### config.mk
export PLATFORM = sky130hd
export DESIGN_NAME = fft_output_serializer
export DESIGN_NICKNAME = d
export VERILOG_FILES = /design/src/rtl/fft_pkg.sv /design/src/rtl/fft_pace_counter.sv /design/src/rtl/fft_output_serializer.sv
export SDC_FILE = /design/constraint.sdc
export NUM_CORES = 1
export LEC_CHECK = 0
export CELL_PAD_IN_SITES_DETAIL_PLACEMENT = 1
export CELL_PAD_IN_SITES_GLOBAL_PLACEMENT = 2
export CORE_AREA = 5 5 217 219
export DETAILED_ROUTE_END_ITERATION = 16
export DIE_AREA = 0 0 222 224
export PLACE_DENSITY = 0.83
export SYNTH_ARGS = -nofsm -noshare
export SYNTH_HDL_FRONTEND = slang
export SYNTH_SLANG_ARGS = --single-unit
### constraint.sdc
create_clock -name fastclk -period 2.4 [get_ports fastclk]
set_clock_uncertainty 0.05 [all_clocks]
set_input_delay 0.36 -clock fastclk [delete_from_list [all_inputs] [get_ports fastclk]]
set_output_delay 0.36 -clock fastclk [all_outputs]
set_load 0.01 [all_outputs]
### src/rtl/fft_pkg.sv
// Shared types and helpers for the FFT output serializer.
package fft_pkg;

  localparam int unsigned FftN = 8;
  localparam int unsigned FftW = 16;

  typedef enum logic [0:0] {
    StIdle,
    StStream
  } fft_state_e;

  // Reverse the low 'bits' bits of 'value'.
  function automatic int unsigned bitrev(input int unsigned value, input int unsigned bits);
    int unsigned r;
    r = 0;
    for (int unsigned i = 0; i < 32; i++) begin
      if (i < bits) begin
        r[bits-1-i] = value[i];
      end
    end
    return r;
  endfunction

endpackage

### src/rtl/fft_pace_counter.sv
// Saturating beat-pacing counter: tick is high once CLK_DIV-1 cycles have elapsed since clear.
module fft_pace_counter #(
  parameter int unsigned CLK_DIV = 50
) (
  input  logic fastclk,
  input  logic rst_n,
  input  logic en,
  input  logic clr,
  output logic tick
);

  localparam int unsigned CntW = (CLK_DIV > 1) ? $clog2(CLK_DIV) : 1;
  localparam logic [CntW-1:0] CntMax = CntW'(CLK_DIV - 1);

  logic [CntW-1:0] cnt_q, cnt_d;

  always_comb begin
    cnt_d = cnt_q;
    if (clr) begin
      cnt_d = '0;
    end else if (en && (cnt_q != CntMax)) begin
      cnt_d = cnt_q + CntW'(1);
    end
  end

  always_ff @(posedge fastclk or negedge rst_n) begin
    if (!rst_n) begin
      cnt_q <= '0;
    end else begin
      cnt_q <= cnt_d;
    end
  end

  assign tick = (cnt_q == CntMax);

endmodule

### src/rtl/fft_output_serializer.sv
// Captures one N-point complex frame and streams it out one bin per paced beat.
// Define FFT_OUT_BITREV_EN when the incoming slots are in bit-reversed order.
module fft_output_serializer
  import fft_pkg::*;
#(
  parameter int unsigned N            = FftN,
  parameter int unsigned W            = FftW,
  parameter int unsigned CLK_DIV      = 50,
  parameter bit          ZERO_REAL_IM = 1'b1
) (
  input  logic                 fastclk,
  input  logic                 rst_n,
  input  logic [N*W-1:0]       in_re,
  input  logic [N*W-1:0]       in_im,
  input  logic                 in_valid,
  output logic                 in_ready,
  output logic [W-1:0]         out_re,
  output logic [W-1:0]         out_im,
  output logic [$clog2(N)-1:0] out_index,
  output logic                 out_valid,
  input  logic                 out_ready,
  output logic                 out_last,
  output logic                 busy
);

  localparam int unsigned IdxW = $clog2(N);

  fft_state_e state_q, state_d;

  logic [N*W-1:0]  buf_re_q, buf_im_q;
  // One extra bit so rd_idx_q == N marks "all bins issued".
  logic [IdxW:0]   rd_idx_q;
  logic [IdxW-1:0] rd_slot;
  logic [W-1:0]    sel_re, sel_im;
  logic            zero_im;

  logic capture, issue, accept, last_accept, slot_free, bins_left, tick;

  fft_pace_counter #(
    .CLK_DIV(CLK_DIV)
  ) u_pace (
    .fastclk(fastclk),
    .rst_n  (rst_n),
    .en     (state_q == StStream),
    .clr    (capture || issue),
    .tick   (tick)
  );

  // State register.
  always_ff @(posedge fastclk or negedge rst_n) begin
    if (!rst_n) begin
      state_q <= StIdle;
    end else begin
      state_q <= state_d;
    end
  end

  // Next-state logic.
  always_comb begin
    state_d = state_q;
    unique case (state_q)
      StIdle:   if (capture) state_d = StStream;
      StStream: if (last_accept) state_d = StIdle;
      default:  state_d = StIdle;
    endcase
  end

  // Handshake and control outputs.
  always_comb begin
    in_ready    = (state_q == StIdle);
    busy        = (state_q != StIdle);
    capture     = in_valid && (state_q == StIdle);
    slot_free   = !out_valid || out_ready;
    bins_left   = (rd_idx_q < (IdxW+1)'(N));
    issue       = (state_q == StStream) && tick && slot_free && bins_left;
    accept      = out_valid && out_ready;
    last_accept = accept && out_last;
  end

`ifdef FFT_OUT_BITREV_EN
  assign rd_slot = IdxW'(bitrev(32'(rd_idx_q[IdxW-1:0]), IdxW));
`else
  assign rd_slot = rd_idx_q[IdxW-1:0];
`endif

  // Bins 0 and N/2 are purely real for a real-valued input sequence.
  assign zero_im = ZERO_REAL_IM &&
                   ((rd_idx_q[IdxW-1:0] == '0) || (rd_idx_q[IdxW-1:0] == IdxW'(N / 2)));
  assign sel_re  = buf_re_q[rd_slot*W +: W];
  assign sel_im  = zero_im ? '0 : buf_im_q[rd_slot*W +: W];

  always_ff @(posedge fastclk or negedge rst_n) begin
    if (!rst_n) begin
      buf_re_q  <= '0;
      buf_im_q  <= '0;
      rd_idx_q  <= '0;
      out_re    <= '0;
      out_im    <= '0;
      out_index <= '0;
      out_valid <= 1'b0;
      out_last  <= 1'b0;
    end else begin
      if (capture) begin
        buf_re_q <= in_re;
        buf_im_q <= in_im;
        rd_idx_q <= '0;
      end
      if (issue) begin
        out_re    <= sel_re;
        out_im    <= sel_im;
        out_index <= rd_idx_q[IdxW-1:0];
        out_valid <= 1'b1;
        out_last  <= (rd_idx_q == (IdxW+1)'(N - 1));
        rd_idx_q  <= rd_idx_q + (IdxW+1)'(1);
      end else if (accept) begin
        out_valid <= 1'b0;
        out_last  <= 1'b0;
      end
    end
  end

endmodule

==> metrics.txt <==
# TYPE chip_impl_metric gauge
chip_impl_info{name="cp_cell_sequence",value="inv_1, ha_1, nand4b_4, or4_4, nor2_8, a22o_1"} 1
chip_impl_metric{name="totalNegativeSetupSlack",unit="ps"} 0
chip_impl_metric{name="route.detailed.wl_per_inst",unit="um"} 18.8
chip_impl_metric{name="fin_nets",unit=""} 1958
chip_impl_metric{name="chipHeight",unit="um"} 224
chip_impl_info{name="timing_startpoint_of_the_critical_path",value="u_pace.cnt_q[1]"} 1
chip_impl_metric{name="top_level_ports",unit=""} 299
chip_impl_metric{name="critPathArrivalTime",unit="ps"} 2580
chip_impl_info{name="cts.root.buffer_cell",value="sky130_fd_sc_hd__clkbuf_16"} 1
chip_impl_metric{name="grt_antenna_before_repair",unit=""} 1
chip_impl_metric{name="pre_cts_slack",unit="ps"} 54.7
chip_impl_metric{name="clk_pin_slew",unit="ps"} 60
chip_impl_metric{name="later_pin_clock_latency_in_the_skew_report",unit="ps"} 540
chip_impl_metric{name="worst_path_max_stage_delay",unit="ps"} 730
chip_impl_metric{name="port_buffers",unit=""} 298
chip_impl_metric{name="critical_path.max_fanout",unit=""} 27
chip_impl_info{name="worstHoldStart",value="in_im[126]"} 1
chip_impl_info{name="run_status",value="finished, final reports clean"} 1
chip_impl_info{name="worst_setup_path_end_kind",value="flip-flop"} 1
chip_impl_metric{name="ant_nets",unit=""} 0
chip_impl_metric{name="vdd.ir_drop.worst",unit="uV"} 450
chip_impl_info{name="worstReg2RegStart",value="u_pace.cnt_q[1]"} 1
chip_impl_metric{name="async_reset_ff_share",unit="%"} 100
chip_impl_metric{name="final-setup-viol-count",unit=""} 0
chip_impl_info{name="worst_hold_path_type",value="primary input to flip-flop"} 1
chip_impl_metric{name="cellPowerDensity",unit="nW/um^2"} 658
chip_impl_metric{name="cts_hold_buffers",unit=""} 1
chip_impl_metric{name="timing.final.max_slew_violations",unit=""} 0
chip_impl_metric{name="post_synth.cell_area_avg",unit="um^2"} 9.44
chip_impl_metric{name="leakagePower",unit="uW"} 0.00887
chip_impl_metric{name="grt_max_degree",unit=""} 121
chip_impl_metric{name="synthToLayoutAreaGrowth",unit="%"} 38.1
chip_impl_metric{name="drt_pre_antenna_iters",unit=""} 4
chip_impl_metric{name="timing.hold.ws",unit="ps"} 294
chip_impl_info{name="critical_path.startpoint_type",value="flip-flop"} 1
chip_impl_metric{name="design.die.area",unit="um^2"} 49700
chip_impl_info{name="clock_tree_from_tritoncts",value="built"} 1
chip_impl_metric{name="drt_iter0_markers",unit=""} 660
chip_impl_info{name="worst_path_cell_with_the_longest_stage_delay",value="sky130_fd_sc_hd__or4_4"} 1
chip_impl_metric{name="dp_cells",unit=""} 2254
chip_impl_metric{name="crit_required",unit="ps"} 2820
chip_impl_metric{name="cts.htree.levels",unit=""} 2
chip_impl_metric{name="max_slew_margin",unit="%"} 57.7
chip_impl_metric{name="cts_made_buffers",unit=""} 37
chip_impl_metric{name="post_drt_via_cell_ratio",unit=""} 4.58
chip_impl_metric{name="synthCells",unit=""} 1412
chip_impl_metric{name="crit_path_time_final",unit="ps"} 2160
chip_impl_info{name="rsz0062_at_grt",value="no"} 1
chip_impl_metric{name="cts_resized",unit=""} 0
chip_impl_metric{name="n_antenna_cell",unit=""} 0
chip_impl_metric{name="stdcell_count",unit=""} 2318
chip_impl_metric{name="dp_hpwl",unit="um"} 31200
chip_impl_metric{name="core_area",unit="um^2"} 44900
chip_impl_info{name="critical-path-top-delay-family",value="simple AND/OR/NAND/NOR gates"} 1
chip_impl_metric{name="highest_achievable_clock_rate",unit="MHz"} 462
chip_impl_info{name="dominantRegCellSynth",value="sky130_fd_sc_hd__dfrtp_1"} 1
chip_impl_metric{name="mappedNetlistArea",unit="um^2"} 13300
chip_impl_metric{name="max_slew.worst_pin.slew",unit="ps"} 634
chip_impl_metric{name="final_routed_drc_violation_total",unit=""} 0
chip_impl_metric{name="core.rowCount",unit=""} 78
chip_impl_metric{name="detail_route.wirelength",unit="um"} 43600
chip_impl_metric{name="timing_hold_violations_final",unit=""} 0
chip_impl_info{name="critPathKind",value="flip-flop to flip-flop"} 1
chip_impl_metric{name="die_width",unit="um"} 222
chip_impl_metric{name="yosys_register_bits",unit=""} 304
chip_impl_metric{name="clock_sink_count",unit=""} 304
chip_impl_metric{name="maxCapViolations",unit=""} 0
chip_impl_metric{name="setup_slack",unit="ps"} 235
chip_impl_metric{name="first_global_vias",unit=""} 11900
chip_impl_metric{name="initial_utilization",unit="%"} 29.7
chip_impl_metric{name="grt_first_pass_wirelength",unit="um"} 68800
chip_impl_metric{name="cts.path.max_buffers",unit=""} 3
chip_impl_metric{name="place_congestion",unit=""} 0.804
chip_impl_metric{name="yosys_warnings",unit=""} 0
chip_impl_metric{name="num_vias",unit=""} 10600
chip_impl_metric{name="drive_gt1_share",unit="%"} 9.95
chip_impl_metric{name="globalRouteTotalUtil",unit="%"} 17.4
chip_impl_metric{name="cp_buf_inv_count",unit=""} 1
chip_impl_metric{name="sequential_area_share_after_synthesis",unit="%"} 57.1
chip_impl_metric{name="globalRouteOverflowTotal",unit=""} 0
chip_impl_metric{name="number_of_nets_produced_by_synthesis",unit=""} 1676
chip_impl_metric{name="final.period_utilization",unit="%"} 90.2
chip_impl_metric{name="cts_post_setup_buffers_inserted",unit=""} 0
chip_impl_metric{name="synth-edff-count",unit=""} 0
chip_impl_metric{name="synth.lib_cells_used.distinct",unit=""} 32
==> where the power goes <==
group,leakage [uW],switching (uW),internal (uW)
sequential,0.00384,116,5350
clock,0.000629,2210,3520
combinational,0.00441,360,550
==> metrics by stage <==
| stage | total power [uW] | instance area (um^2) | util [%] |
|---|---|---|---|
| 2_1_floorplan | 5770 | 13300 | - |
| 3_3_place_gp | 6450 | 17100 | 38.2 |
| 3_5_place_dp | 6480 | 17100 | 38.2 |
| 4_1_cts | 12300 | 18400 | 41.0 |
| 5_1_grt | 12700 | 18400 | 41.0 |
| 6_report | 12100 | 18400 | 41.0 |
==> flip-flops by register name (all words and copies together), names as in the netlist <==
signal and flops:
u_pace.cnt_q 6, out_last 1, out_index 3, buf_im_q 128
buf_re_q 128, busy 1, out_re 16, out_valid 1
out_im 16, rd_idx_q 4
==> cell usage after synthesis (2+ instances only) <==
library cell                 n  area share, %
sky130_fd_sc_hd__a22o_1     15           0.99
sky130_fd_sc_hd__nor2b_1     2          0.094
sky130_fd_sc_hd__nand3_1     3           0.11
sky130_fd_sc_hd__a21oi_1     3           0.11
sky130_fd_sc_hd__nand4_1     2          0.094
sky130_fd_sc_hd__nand2_1   859             24
sky130_fd_sc_hd__o21ai_0     9           0.34
sky130_fd_sc_hd__buf_2       9           0.34
sky130_fd_sc_hd__clkbuf_1   67            1.9
sky130_fd_sc_hd__xor2_1      3           0.20
sky130_fd_sc_hd__nor2_1     20           0.56
sky130_fd_sc_hd__a31oi_1    16           0.75
sky130_fd_sc_hd__ha_1        4           0.38
sky130_fd_sc_hd__mux4_2     64             11
sky130_fd_sc_hd__buf_6       3           0.25
sky130_fd_sc_hd__dfrtp_1   304             57
sky130_fd_sc_hd__inv_1       5           0.14
sky130_fd_sc_hd__buf_1       7           0.20
sky130_fd_sc_hd__nand2b_1    3           0.14
sky130_fd_sc_hd__o41ai_2     2           0.24
==> layer usage <==
metal,track usage (%),up-vias,share of wire (%)
met5,0,-,0.018
met4,3.96,2,1.6
met3,3.97,50,6.0
met2,30.5,266,50
met1,22.2,5236,43
li1,-,5058,-
==> cells by family (layout without fill, tap and decap cells) <==
group,count (synthesis),in the layout,synth area share (%)
fa+ha+maj,4,4,0.375
mux,64,64,10.8
flops,304,304,57.1
simple gates,897,897,26.0
xor+xnor,3,3,0.197
compound gates,47,47,2.62
buf+inv,93,399,2.98
==> worst paths after layout <==
path | cells after the start | slack (ps) | end
max | 6 | 240 | out_im[3]
min | 3 | 290 | buf_im_q[126]
max reg2reg | 6 | 240 | out_im[3]
min reg2reg | 2 | 420 | buf_im_q[88]
max in group asynchronous | 3 | 1220 | rd_idx_q[1]
min in group asynchronous | 2 | 320 | buf_re_q[24]
==> cell usage in the layout, fill, tap and decap left out, types with 12 or more instances in the layout <==
cell type | synthesis | routed
sky130_fd_sc_hd__a31oi_1 | 16 | 16
sky130_fd_sc_hd__a22o_1 | 15 | 15
sky130_fd_sc_hd__clkbuf_16 | 0 | 39
sky130_fd_sc_hd__clkdlybuf4s50_1 | 0 | 297
sky130_fd_sc_hd__buf_12 | 0 | 15
sky130_fd_sc_hd__nand2_1 | 859 | 859
sky130_fd_sc_hd__nor2_1 | 20 | 20
sky130_fd_sc_hd__dfrtp_1 | 304 | 301
sky130_fd_sc_hd__buf_4 | 1 | 17
sky130_fd_sc_hd__mux4_2 | 64 | 64
sky130_fd_sc_hd__clkbuf_8 | 0 | 12
==> worst min-delay path, cell delays in order <==
cell and delay [ps]:
sky130_fd_sc_hd__clkdlybuf4s50_1 390, sky130_fd_sc_hd__nand2_1 50, sky130_fd_sc_hd__nand2_1 40
==> final cells by class <==
class | count | area [um^2]
flip-flops and latches | 304 | 7620
clock buffers | 53 | 1150
inverters | 5 | 18.8
fillers | 5130 | 26500
clock inverters | 10 | 104
repair buffers | 331 | 3430
multi-input cells | 1015 | 5340
well taps | 600 | 751
Power figures use the tool's default switching activity.
